**config.mk**
```make
export PLATFORM = sky130hd
export DESIGN_NAME = sap_cpu_core_flat
export DESIGN_NICKNAME = d
export VERILOG_FILES = /design/src/rtl/sap_cpu_core_if.sv /design/src/rtl/sap_cpu_core.sv /design/src/flat_wrapper.sv
export SDC_FILE = /design/constraint.sdc
export NUM_CORES = 1
export LEC_CHECK = 0
export BUFFER_PORTS_ARGS = -buffer_cell sky130_fd_sc_hd__buf_2
export CORE_MARGIN = 2
export CORE_UTILIZATION = 57
export CTS_CLUSTER_SIZE = 16
export DETAILED_ROUTE_END_ITERATION = 10
export GPL_TIMING_DRIVEN = 0
export PLACE_DENSITY = 0.74
export SLEW_MARGIN = 30
export SYNTH_ARGS = -nofsm -noshare
export SYNTH_HDL_FRONTEND = slang
export SYNTH_SLANG_ARGS = --single-unit
```
**constraint.sdc**
```tcl
create_clock -name clk -period 2.84 [get_ports clk]
set_input_delay 0.71 -clock clk [delete_from_list [all_inputs] [get_ports clk]]
set_output_delay 0.71 -clock clk [all_outputs]
set_load 0.005 [all_outputs]
```
**src/rtl/sap_cpu_core_if.sv**
```systemverilog
// Host-facing bundle for sap_cpu_core: run control, program-load port and output/status.
// The master side is the host; the core uses the slave side.
interface sap_cpu_core_if #(
  parameter int unsigned DATA_W = 8,
  parameter int unsigned ADDR_W = 4
);
  logic              run;
  logic              prog_we;
  logic [ADDR_W-1:0] prog_addr;
  logic [DATA_W-1:0] prog_data;
  logic [DATA_W-1:0] out_data;
  logic              out_valid;
  logic              halted;

  modport master (
    output run, prog_we, prog_addr, prog_data,
    input  out_data, out_valid, halted
  );

  modport slave (
    input  run, prog_we, prog_addr, prog_data,
    output out_data, out_valid, halted
  );
endinterface

```
**src/rtl/sap_cpu_core.sv**
```systemverilog
// Multi-cycle accumulator CPU with unified RAM, carry/zero flags, conditional jumps,
// a host program-load port that stalls the core, and a terminal halt state.
module sap_cpu_core #(
  parameter int unsigned DATA_W = 8,
  parameter int unsigned ADDR_W = 4
) (
  input logic            clk,
  input logic            rst,
  sap_cpu_core_if.slave  bus
);

  localparam int unsigned Depth = 2 ** ADDR_W;

  localparam logic [2:0] StFetch = 3'd0;
  localparam logic [2:0] StMem   = 3'd1;
  localparam logic [2:0] StEx1   = 3'd2;
  localparam logic [2:0] StEx2   = 3'd3;
  localparam logic [2:0] StEx3   = 3'd4;
  localparam logic [2:0] StHalt  = 3'd5;

  localparam logic [3:0] OpLda = 4'h1;
  localparam logic [3:0] OpAdd = 4'h2;
  localparam logic [3:0] OpSub = 4'h3;
  localparam logic [3:0] OpSta = 4'h4;
  localparam logic [3:0] OpLdi = 4'h5;
  localparam logic [3:0] OpJmp = 4'h6;
  localparam logic [3:0] OpJc  = 4'h7;
  localparam logic [3:0] OpJz  = 4'h8;
  localparam logic [3:0] OpOut = 4'hE;
  localparam logic [3:0] OpHlt = 4'hF;

  logic [2:0]        state_q, state_d;
  logic [ADDR_W-1:0] pc_q, pc_d;
  logic [ADDR_W-1:0] mar_q, mar_d;
  logic [DATA_W-1:0] ir_q, ir_d;
  logic [DATA_W-1:0] a_q, a_d;
  logic [DATA_W-1:0] b_q, b_d;
  logic [DATA_W-1:0] out_q, out_d;
  logic              c_q, c_d;
  logic              z_q, z_d;
  logic              ov_q, ov_d;

  logic [DATA_W-1:0] mem_q [Depth];

  logic              advance;
  logic [3:0]        opcode;
  logic [ADDR_W-1:0] operand;
  logic [DATA_W-1:0] operand_ext;
  logic [DATA_W-1:0] rd_data;
  logic              is_sub;
  logic [DATA_W-1:0] b_op;
  logic [DATA_W:0]   alu_sum;
  logic              sta_we;
  logic              unused_ir_bits;

  // A host write takes priority over everything, including run.
  assign advance     = bus.run & ~bus.prog_we;
  assign opcode      = ir_q[DATA_W-1 -: 4];
  assign operand     = ir_q[ADDR_W-1:0];
  assign operand_ext = {{(DATA_W - ADDR_W){1'b0}}, operand};
  assign rd_data     = mem_q[mar_q];
  assign unused_ir_bits = ^ir_q;

  assign is_sub  = (opcode == OpSub);
  assign b_op    = is_sub ? ~b_q : b_q;
  assign alu_sum = {1'b0, a_q} + {1'b0, b_op} + {{DATA_W{1'b0}}, is_sub};

  assign sta_we = advance && (state_q == StEx2) && (opcode == OpSta);

  always_comb begin
    state_d = state_q;
    pc_d    = pc_q;
    mar_d   = mar_q;
    ir_d    = ir_q;
    a_d     = a_q;
    b_d     = b_q;
    c_d     = c_q;
    z_d     = z_q;
    out_d   = out_q;
    // A pending pulse survives host-write stalls so it is shown exactly once.
    ov_d    = ov_q & bus.prog_we;
    if (advance) begin
      case (state_q)
        StFetch: begin
          mar_d   = pc_q;
          state_d = StMem;
        end
        StMem: begin
          ir_d    = rd_data;
          pc_d    = pc_q + ADDR_W'(1);
          state_d = StEx1;
        end
        StEx1: begin
          state_d = StFetch;
          case (opcode)
            OpLda, OpAdd, OpSub, OpSta: begin
              mar_d   = operand;
              state_d = StEx2;
            end
            OpLdi: a_d = operand_ext;
            OpJmp: pc_d = operand;
            OpJc:  if (c_q) pc_d = operand;
            OpJz:  if (z_q) pc_d = operand;
            OpOut: begin
              out_d = a_q;
              ov_d  = 1'b1;
            end
            OpHlt:   state_d = StHalt;
            default: ;
          endcase
        end
        StEx2: begin
          state_d = StFetch;
          if (opcode == OpLda) begin
            a_d = rd_data;
          end else if (opcode == OpAdd || opcode == OpSub) begin
            b_d     = rd_data;
            state_d = StEx3;
          end
        end
        StEx3: begin
          a_d     = alu_sum[DATA_W-1:0];
          c_d     = alu_sum[DATA_W];
          z_d     = (alu_sum[DATA_W-1:0] == '0);
          state_d = StFetch;
        end
        StHalt:  state_d = StHalt;
        default: state_d = StFetch;
      endcase
    end
  end

  always_ff @(posedge clk or posedge rst) begin
    if (rst) begin
      state_q <= StFetch;
      pc_q    <= '0;
      mar_q   <= '0;
      ir_q    <= '0;
      a_q     <= '0;
      b_q     <= '0;
      c_q     <= 1'b0;
      z_q     <= 1'b0;
      out_q   <= '0;
      ov_q    <= 1'b0;
    end else begin
      state_q <= state_d;
      pc_q    <= pc_d;
      mar_q   <= mar_d;
      ir_q    <= ir_d;
      a_q     <= a_d;
      b_q     <= b_d;
      c_q     <= c_d;
      z_q     <= z_d;
      out_q   <= out_d;
      ov_q    <= ov_d;
    end
  end

  // RAM has no reset; STA cannot fire while rst holds the sequencer in FETCH.
  always_ff @(posedge clk) begin
    if (bus.prog_we) begin
      mem_q[bus.prog_addr] <= bus.prog_data;
    end else if (sta_we) begin
      mem_q[mar_q] <= a_q;
    end
  end

  assign bus.out_data  = out_q;
  assign bus.out_valid = ov_q & ~bus.prog_we;
  assign bus.halted    = (state_q == StHalt);

endmodule

```
**src/flat_wrapper.sv**
```systemverilog
// flat-port wrapper written by rule: the top's interface ports become plain ports
module sap_cpu_core_flat 
#(
  parameter int unsigned DATA_W = 8,
  parameter int unsigned ADDR_W = 4
)
  (clk, rst, bus_run, bus_prog_we, bus_prog_addr, bus_prog_data, bus_out_data, bus_out_valid, bus_halted);
  sap_cpu_core_if #(.DATA_W(DATA_W), .ADDR_W(ADDR_W)) bus_i ();
  input logic clk;
  input logic rst;
  input wire logic [$bits(bus_i.run)-1:0] bus_run;
  input wire logic [$bits(bus_i.prog_we)-1:0] bus_prog_we;
  input wire logic [$bits(bus_i.prog_addr)-1:0] bus_prog_addr;
  input wire logic [$bits(bus_i.prog_data)-1:0] bus_prog_data;
  output wire logic [$bits(bus_i.out_data)-1:0] bus_out_data;
  output wire logic [$bits(bus_i.out_valid)-1:0] bus_out_valid;
  output wire logic [$bits(bus_i.halted)-1:0] bus_halted;
  assign bus_i.run = bus_run;
  assign bus_i.prog_we = bus_prog_we;
  assign bus_i.prog_addr = bus_prog_addr;
  assign bus_i.prog_data = bus_prog_data;
  assign bus_out_data = bus_i.out_data;
  assign bus_out_valid = bus_i.out_valid;
  assign bus_halted = bus_i.halted;
  sap_cpu_core #(.DATA_W(DATA_W), .ADDR_W(ADDR_W)) u_core (.clk(clk), .rst(rst), .bus(bus_i));
endmodule
```
* Word-level counts from Yosys, hierarchy flattened
Memories as Yosys holds them, arrays and structs flattened. Cells that the tools add are included.
Cells by class: add/subtract/negate cells 3, eq/ne operators 21, mux-type cells 25, bitwise gates (word level) 6, reduce and logical (&&, ||, !) cells 17
Operators with widths (count):
- $mux 8 | 4
- $pmux 8 s3 | 1
- $eq 4x3->1 const B | 4
- $mux 4 | 4
- $pmux 4 s2 | 2
- $pmux 3 s5 | 1
- $eq 4x4->1 const B | 3
- $pmux 4 s3 | 1
- $add 8x8->9 | 1
- $add 9x1->9 | 1
- $mux 1 | 9
- $eq 4x2->1 const B | 2
- $logic_not 8->1 | 1
- $not 8->8 | 1
- $reduce_and 4->1 | 2
- $reduce_or 8->1 | 1
- $eq 3x2->1 const B | 2
- $eq 3x3->1 const B | 2
- $mux 3 | 2
- $ne 2x2->1 const B | 3
- $ne 3x2->1 const B | 2
- $pmux 3 s2 | 1
- $reduce_and 3->1 | 2
- $reduce_and 5->1 | 1
- 13 further kinds | 19
Word-level totals: register bits after elaboration 46, bits in writable memories 128, input bits 16, output and inout bits 10, word-level logic and storage cells 83, memories 1
Memories:
- u_core.mem_q | depth 16, bits a word 8, rd ports 1, clocked after memory_dff 0, wr ports 1, RTL line sap_cpu_core.sv:43 | logic [DATA_W-1:0] mem_q [Depth];

* Depth between registers and ports, before layout
Gate-level depths: netlist (run 1).
depth after elaboration 9, mapped depth 10, gate-level depth less buffers 8

* Worst setup path after synthesis (run 1)
Ideal clock, no wire load.
path type input port to flip-flop, start input bus_run, end memory u_core.mem_q[2][0] (enable), library setup time 0.370 ns, arrival time 2.161 ns, data required time 2.470 ns, path slack 0.308 ns, stages on the path 7, buffers on the path 3, cell sequence nor2b_1 clkbuf_1 and4b_1 buf_2 buf_2 a31oi_1 nor2_1
Between the ends: word-level cells in the longest chain between the ends 8, elaborated cells between the ends (all ways) 9, those cells by class 5 x mux; 1 x bitwise; 3 x reduce/logical
RTL lines:
- start, declared | RTL line flat_wrapper.sv:11 | input wire logic [$bits(bus_i.run)-1:0] bus_run;
- $and 1x1->1 * | RTL line sap_cpu_core.sv:57 | assign advance = bus.run & ~bus.prog_we;
- $logic_and 1x1->1 * (2 in a row) | RTL line sap_cpu_core.sv:68 | assign sta_we = advance && (state_q == StEx2) && (opcode == OpSta);
- $mux 1 * | RTL line sap_cpu_core.sv:163 | end else if (sta_we) begin
- $mux 1 * | RTL line sap_cpu_core.sv:161 | if (bus.prog_we) begin
- $mux 1 (implied by the code) * | RTL line sap_cpu_core.sv:164 | mem_q[mar_q] <= a_q;
- $reduce_or 8->1 (no line)
- $mux 4 (no line) or $mux 1 (tied branches)
- end, declared | RTL line sap_cpu_core.sv:43
Mark *: on every way between the ends. The rest lies on a longest branch, timed or not.

* Final worst setup path (run 1)
start input bus_prog_we, end memory u_core.mem_q[10][1] (enable)
Between the ends: word-level cells in the longest chain between the ends 9, elaborated cells between the ends (all ways) 12, those cells by class 7 x mux; 2 x bitwise; 3 x reduce/logical
RTL lines:
- start, declared | RTL line flat_wrapper.sv:12 | input wire logic [$bits(bus_i.prog_we)-1:0] bus_prog_we;
- $not 1->1 | RTL line sap_cpu_core.sv:57
- $and 1x1->1 | RTL line sap_cpu_core.sv:57
- $logic_and 1x1->1 (2 in a row) | RTL line sap_cpu_core.sv:68
- $mux 1 | RTL line sap_cpu_core.sv:163
- $mux 1 | RTL line sap_cpu_core.sv:161
- $mux 1 (implied by the code) | RTL line sap_cpu_core.sv:164
- $reduce_or 8->1 (no line)
- $mux 4 (no line) or $mux 1 (tied branches)
Several ways; a longest one is shown, not always the timed one.

==> results of run 1 <==
-- cell usage after synthesis (all sizes together) (2+ instances only) --
cell / count / area share [%]
a211oi: 2 / 0.19
a21o: 3 / 0.29
a21oi: 6 / 0.39
a221o: 2 / 0.26
a22oi: 6 / 0.58
a31oi: 12 / 0.97
and3: 5 / 0.40
and3b: 2 / 0.23
buf: 13 / 1.4
clkbuf: 12 / 0.60
dfrtp: 46 / 15
edfxtp: 128 / 50
ha: 8 / 1.3
inv: 9 / 0.44
mux2: 31 / 4.5
mux2i: 10 / 1.3
mux4: 37 / 11
nand2: 25 / 1.2
nand2b: 2 / 0.16
nand3: 10 / 0.65
nand3b: 2 / 0.19
nand4: 3 / 0.24
nor2: 32 / 1.5
nor2b: 7 / 0.57
nor3: 10 / 0.65
nor3b: 9 / 0.87
nor4: 2 / 0.36
o211ai: 2 / 0.19
o21a: 3 / 0.29
o21ai: 16 / 1.0
o31ai: 2 / 0.19
xnor2: 9 / 1.0
xor2: 4 / 0.45
-- metrics by stage --
step                      utilization, %  hold WS (ns)
after CTS                           65.5         0.255
final                               66.0         0.252
after floorplan                        -         0.440
after global routing                66.0         0.283
after detailed placement            61.3         0.493
after global placement              61.1         0.459
-- worst max-delay path: stages --
cell and delay (ns):
buf_2 0.16, nor2b_1 0.13, clkbuf_1 0.29, and4b_1 0.30, buf_2 0.22, buf_2 0.30
a31oi_1 0.29, nor2_2 0.52
-- path summary, 6_finish.rpt --
kind                                        start                      to  cells past startpoint
max                                   bus_prog_we     u_core.mem_q[10][1]                      8
min                                           rst          u_core.ir_q[4]                      2
max reg2reg                     u_core.state_q[0]     u_core.mem_q[10][1]                      7
min reg2reg                u_core.bus.out_data[4]  u_core.bus.out_data[4]                      1
max in group asynchronous                     rst              u_core.c_q                      3
min in group clk           u_core.bus.out_data[4]  u_core.bus.out_data[4]                      1
-- power breakdown --
part           switching [uW]  internal [uW]  leakage, uW  total [uW]
combinational            1350           1180      0.00112        2530
clock                     952           1210     0.000255        2160
sequential                248           2980      0.00176        3230
total                    2550           5370      0.00313        7920
-- cell usage in the layout (no fill, tap or decap), drive strengths merged, types with 11 or more instances in the layout --
cell type | netlist | final
a31oi | 12 | 12
buf | 13 | 40
clkbuf | 12 | 30
dfrtp | 46 | 46
edfxtp | 128 | 128
inv | 9 | 11
mux2 | 31 | 31
mux4 | 37 | 37
nand2 | 25 | 25
nor2 | 32 | 32
o21ai | 16 | 16
-- area by class of cell --
type	instances	area (um2)
Buffer	24	149
Clock buffer	19	433
Clock inverter	13	116
Fill cell	963	4510
Inverter	9	33.8
Multi-Input combinational cell	279	2640
Sequential cell	174	4990
Tap cell	176	220
Timing Repair Buffer	27	153
-- metal layers --
layer  vias to the layer above  track usage, %  routed length (um)
met5                         -               0                   0
met1                      2268            28.9                6490
met4                         0            9.59                 353
met2                       101            36.6                7630
li1                       2011               -                   -
met3                        26            4.01                 502
-- registers in the layout, summed over array words and instances (netlist names), 3 cells and up --
register             flops
u_core.mem_q           128
u_core.a_q               8
u_core.b_q               8
u_core.bus.out_data      8
u_core.ir_q              8
u_core.mar_q             4
u_core.pc_q              4
u_core.state_q           3
-- cells by family (layout without fill, tap and decap cells) --
logic type,count (synthesis),in the layout,share of synthesized area (%)
flip-flops,174,174,64.4
AND/OR/NAND/NOR,114,114,7.72
multiplexers,78,78,16.8
AO/OA/AOI/OAI,65,65,5.62
buffers and inverters,34,92,2.41
XOR/XNOR,13,13,1.47
adder cells (fa/ha/maj),9,9,1.55
-- repair_timing --
item	4_1_cts	5_1_grt
gates resized for setup	3	21
hold endpoints to repair	0	0
buffers inserted	0	1
hold buffers	0	0
pin swaps	0	4
endpoints found under the setup margin	56	124
==> results.md, run 1 <==
* Outcome: finished, violations left
* Violated checks: setup timing
* CTS root buf: clkbuf_16
* Syn avg cell area at ~16 um2
* Hold Path Class: input port to async pin
* Async S/R FF share, synth at a little over a quarter
* CP Class: input port to flop
* Main synth FF type: edfxtp_1
* Flop2flop setup slack at roughly 0.03 ns
* CP Max Fanout at 10
* Final period utilization at 101%
* Share of cells above drive strength 1 at 28.3%
* Critical path startpoint category: input port
* FF+latch count, synth at about 170
* WL/cell at 20.8 um
* Die Wd at approximately 120 um
* Total Power at approximately 8000 uW
* Clk Latency, worst-skew pair at between 0.4 and 0.5 ns
* DP Worst Slack at -0.613 ns
* Post-synthesis cell area at 7750 um2
* WP data required at ~2.9 ns
* Pwr/cell area at around 910 nW/um2
* Count of input and output buffers at 25
* Clk_skew at around 0.0079 ns
* Initial DRT Pass Iterations at 5
* Overall Global Routing Usage at about 22%
* Antenna Cells at 0
* First-pass GRT wire length at between 20,000 and 25,000 um
* # rows at 42
* CP arrival at about 2.9 ns
* Drt drc at 0
* Final Worst Setup Slack at -0.0190 ns
* Via density per instance at ~6
* RSZ-0062 raised after global routing: true
* Drt initial violations at approximately 380
* Setup Viol. Count Final at 23
* Gate Count Post-Synth at between 400 and 500
* VDD IR max at 0.482 mV
* Final net count at ~560
* Worst setup EP type: flop
* Clk buf depth at 2
* Vias in the first global route at 4,364
* Fin. Hold Viols at 0
* Pin count of the biggest net entering global routing at 31
* Top Ports at 26
* Slew Limit Fails at 0
* H-tree depth at 4
* Number of flops mapped to enable cells by yosys at about 130
* Number of cells after detailed placement at around 690
* Slew at the pin closest to its max-slew limit at between 0.7 and 0.8 ns
* Worst-path clk slew at around 0.060 ns
* Fin Setup TNS at -0.281 ns
* RePlAce Congestion at 0.871
* Final non-filler cell total at 721
* Die Y at between 100 and 150 um
* DRT antenna net count at 0
* LEAKAGE at between 0.003 and 0.004 uW
* Yosys warns at 0
* Register area share after synthesis at about 64%
* Grt total ovfl at 0
* P&R area growth vs syn at 12.7%
* CORE AREA at about 13,000 um2
* Max Fclk at between 300 and 400 MHz
* Routed WL at roughly 15,000 um
* Die area at around 15,000 um2
* Maxcap violations at 0
* Placed cell area at just over 8000 um2
* Initial Util at 58.5%
* CTS tree: built
* Crit path time final at 2.86 ns
* Mapped Nets at around 500
* Via Count at ~4,400
* Post-DP HPWL at ~11,000 um
* # clock sinks at about 170
* Slew margin rel. at a little under half
* Final Cell Area at between 8000 and 9000 um2
* Initial antenna violation count at 0
* Post-synthesis cell type count at 58
* Num CTS Buffers at 17
Note: power is estimated with default switching activity, not from simulation.
==> inputs of run 2 (changes only) <==
Settings changed: CORE_ASPECT_RATIO set to 2, GPL_TIMING_DRIVEN 0 to not set.
==> run 2 against run 1 <==
Effect of this change: the run now ends clean; fmax up 8.4%; design area up 0.92%; clock skew up 0.0059 ns; flip-flop and latch count unchanged; global-route usage up 4.3 points; clock-buffer cell count down 2; total power up 3.0%; utilization about the same; clock power up 8%; worst setup slack better by 0.22 ns; sequential power up 4%; routed wire length up 21%; largest cell class unchanged; highest routed layer unchanged.
==> results.md, run 2 (same netlist as run 1, synthesis figures left out) <==
* Outcome: completed
* DP Worst Slack at 0.0481 ns (+0.661 ns)
* Combinational power share at 30.2% (-1.8 points)
* Top layer in use: met4
* Worst-path clk slew at 0.08 ns (+0.02 ns)
* Met2 wire length at 10,800 um (+41%)
* Final period utilization at 92.9% (-7.8 points)
* Post-DP HPWL at 13,200 um (+24%)
* Hold Path Class: input port to async pin
* DRT antenna net count at 0 (unchanged)
* Worst hold slack at 0.355 ns (+0.102 ns)
* VDD IR max at 0.430 mV (-11%)
* Fin Setup TNS at 0 ns (+0.281 ns)
* Via density per instance at 6.48 (+6.1%)
* CP arrival at 2.92 ns (about the same)
* Overall Global Routing Usage at 26.4% (+4.3 points)
* Vias in the first global route at 4,895 (+12%)
* Flop2flop setup slack at 0.20 ns (+0.17 ns)
* Clk buf depth at 2 (unchanged)
* Clk pwr share at 28.7% (+1.5 points)
* Die area at 14,600 um2 (+0.38%)
* Clk_skew at 0.0139 ns (+0.00595 ns)
* Num CTS Buffers at 17 (unchanged)
* Fin. Hold Viols at 0 (unchanged)
* CORE AREA at 13,400 um2 (+0.91%)
* WL/cell at 25.5 um (+23%)
* # clock sinks at 174 (unchanged)
* Largest reg by FF count: u_core.mem_q
* LEAKAGE at 0.00326 uW (+4.1%)
* Final non-filler cell total at 709 (-1.7%)
* # rows at 60 (+43%)
* Via Count at 4,596 (+4.3%)
* Share of cells above drive strength 1 at 28.9% (+0.62 points)
* Int Pwr at 5340 uW (-0.65%)
* Slew at the pin closest to its max-slew limit at 0.666 ns (-0.115 ns)
* Final net count at 566 (+1.6%)
* RSZ-0062 raised after global routing: false
* Most frequent cells in the layout: 128 x edfxtp_1, 45 x dfrtp_1, 33 x buf_4
* Area occupied by multi-input gates at 2570 um2 (-2.5%)
* Slew Limit Fails at 0 (unchanged)
* Initial Util at 58.0% (-0.53 points)
* RePlAce Congestion at 0.902 (+3.5%)
* Count of input and output buffers at 25 (unchanged)
* Initial antenna violation count at 0 (unchanged)
* Pwr/cell area at 926 nW/um2 (+2.1%)
* Max FFs per register at 128 (unchanged)
* Top Ports at 26 (unchanged)
* CTS root buf: clkbuf_16
* Layout Utilization at 66.0% (about the same)
* Met3 WL post-DR at 634 um (+26%)
* Pin count of the biggest net entering global routing at 36 (+16%)
* First-pass GRT wire length at 27,800 um (+18%)
* Crit path time final at 2.64 ns (-0.222 ns)
* Drt drc at 0 (unchanged)
* Grt total ovfl at 0 (unchanged)
* Antenna Cells at 0 (unchanged)
* Sw Pwr at 2830 uW (+11%)
* CP Class: flop to flop
* Switching share of total power at 34.6% (+2.4 points)
* Final Worst Setup Slack at 0.203 ns (+0.222 ns)
* WP data required at 3.12 ns (+0.21 ns)
* Die Y at 169 um (+40%)
* Routed WL at 18,000 um (+21%)
* P&R area growth vs syn at 13.7%
* Number of cells after detailed placement at 677 (-1.7%)
* Reg area at 5000 um2 (about the same)
* CP Max Fanout at 9 (-1)
* CTS tree: built
* Initial DRT Pass Iterations at 5 (unchanged)
* Slew margin rel. at 54.9% (+7.2 points)
* Drt initial violations at 339 (-11%)
* Most common cell after layout, fill and taps aside: edfxtp_1
* Clk Latency, worst-skew pair at 0.43 ns (about the same)
* H-tree depth at 4 (unchanged)
* Reg power frac at 41.1% (+0.3 points)
* Post-CTS Hold Buffers at 0 (unchanged)
* Maxcap violations at 0 (unchanged)
* Post-CTS setup buffer count at 0 (unchanged)
* Max Fclk at 379 MHz (+8.4%)
* Worst setup EP type: flop
* Setup Viol. Count Final at 0 (-100%)
* Critical path startpoint category: flop
* Wl on met1 at 5830 um (-10%)
* Fillers at 898 (-6.7%)
* Die Wd at 86.5 um (-28%)
run 2: cell count changes in the layout (fill, tap and decap cells not counted), moves of 4 or more:
cell,delta
nor2_1,+16
clkinv_8,+5
clkinvlp_4,-4
nor2_2,-14
inv_8,+6
buf_2,-8
buf_4,+32
clkbuf_1,-12
run 2: metrics by stage:
stage                     total power [uW]  area, um2
after floorplan                       5120       7750
after CTS                             8160       8810
after global placement                5740       8210
after global routing                  8480       8810
after detailed placement              5830       8210
final                                 8160       8810
run 2: path summary, 6_finish.rpt:
kind	cells past startpoint	to	startpoint
max in group asynchronous	3	u_core.mar_q[2]	rst
worst max-delay path	8	u_core.z_q	u_core.ir_q[7]
worst max register to register	8	u_core.z_q	u_core.ir_q[7]
worst min register to register	1	u_core.ov_q	u_core.ov_q
min in group clk	1	u_core.ov_q	u_core.ov_q
worst min-delay path	2	u_core.a_q[2]	rst
run 2: layout make-up:
cell class                      count  area share [%]
Multi-Input combinational cell    279            29.1
Inverter                            9           0.383
Clock buffer                       17            4.83
Clock inverter                     15            2.09
Timing Repair Buffer               60            4.68
Sequential cell                   174            56.7
Tap cell                          155            2.20
run 2: layer usage:
metal	up-vias	GRT usage, %
met1	2367	26.0
met5	-	0
met4	0	11.6
met3	47	4.44
li1	2029	-
met2	153	51.5
run 2: timing repair:
| item | CTS | global route |
|---|---|---|
| setup endpoints to repair | 0 | 2 |
| hold endpoints to repair | 0 | 0 |
| resized for setup | 0 | 1 |
run 2: power groups by stage:
stage	Sequential [uW]	Combinational [uW]	Clock [uW]
3_3_place_gp	3390	2350	0
3_5_place_dp	3400	2440	0
2_1_floorplan	3170	1950	0
4_1_cts	3340	2460	2360
6_report	3350	2460	2340
5_1_grt	3370	2660	2450
run 2: critical path, stage by stage, from the launching register on:
cell       delay, ns
dfrtp_1         0.37
nand4bb_1       0.19
buf_4           0.20
xnor2_1         0.15
ha_1            0.38
a21oi_1         0.18
o211ai_1        0.20
o311ai_1        0.65
o31ai_1         0.16
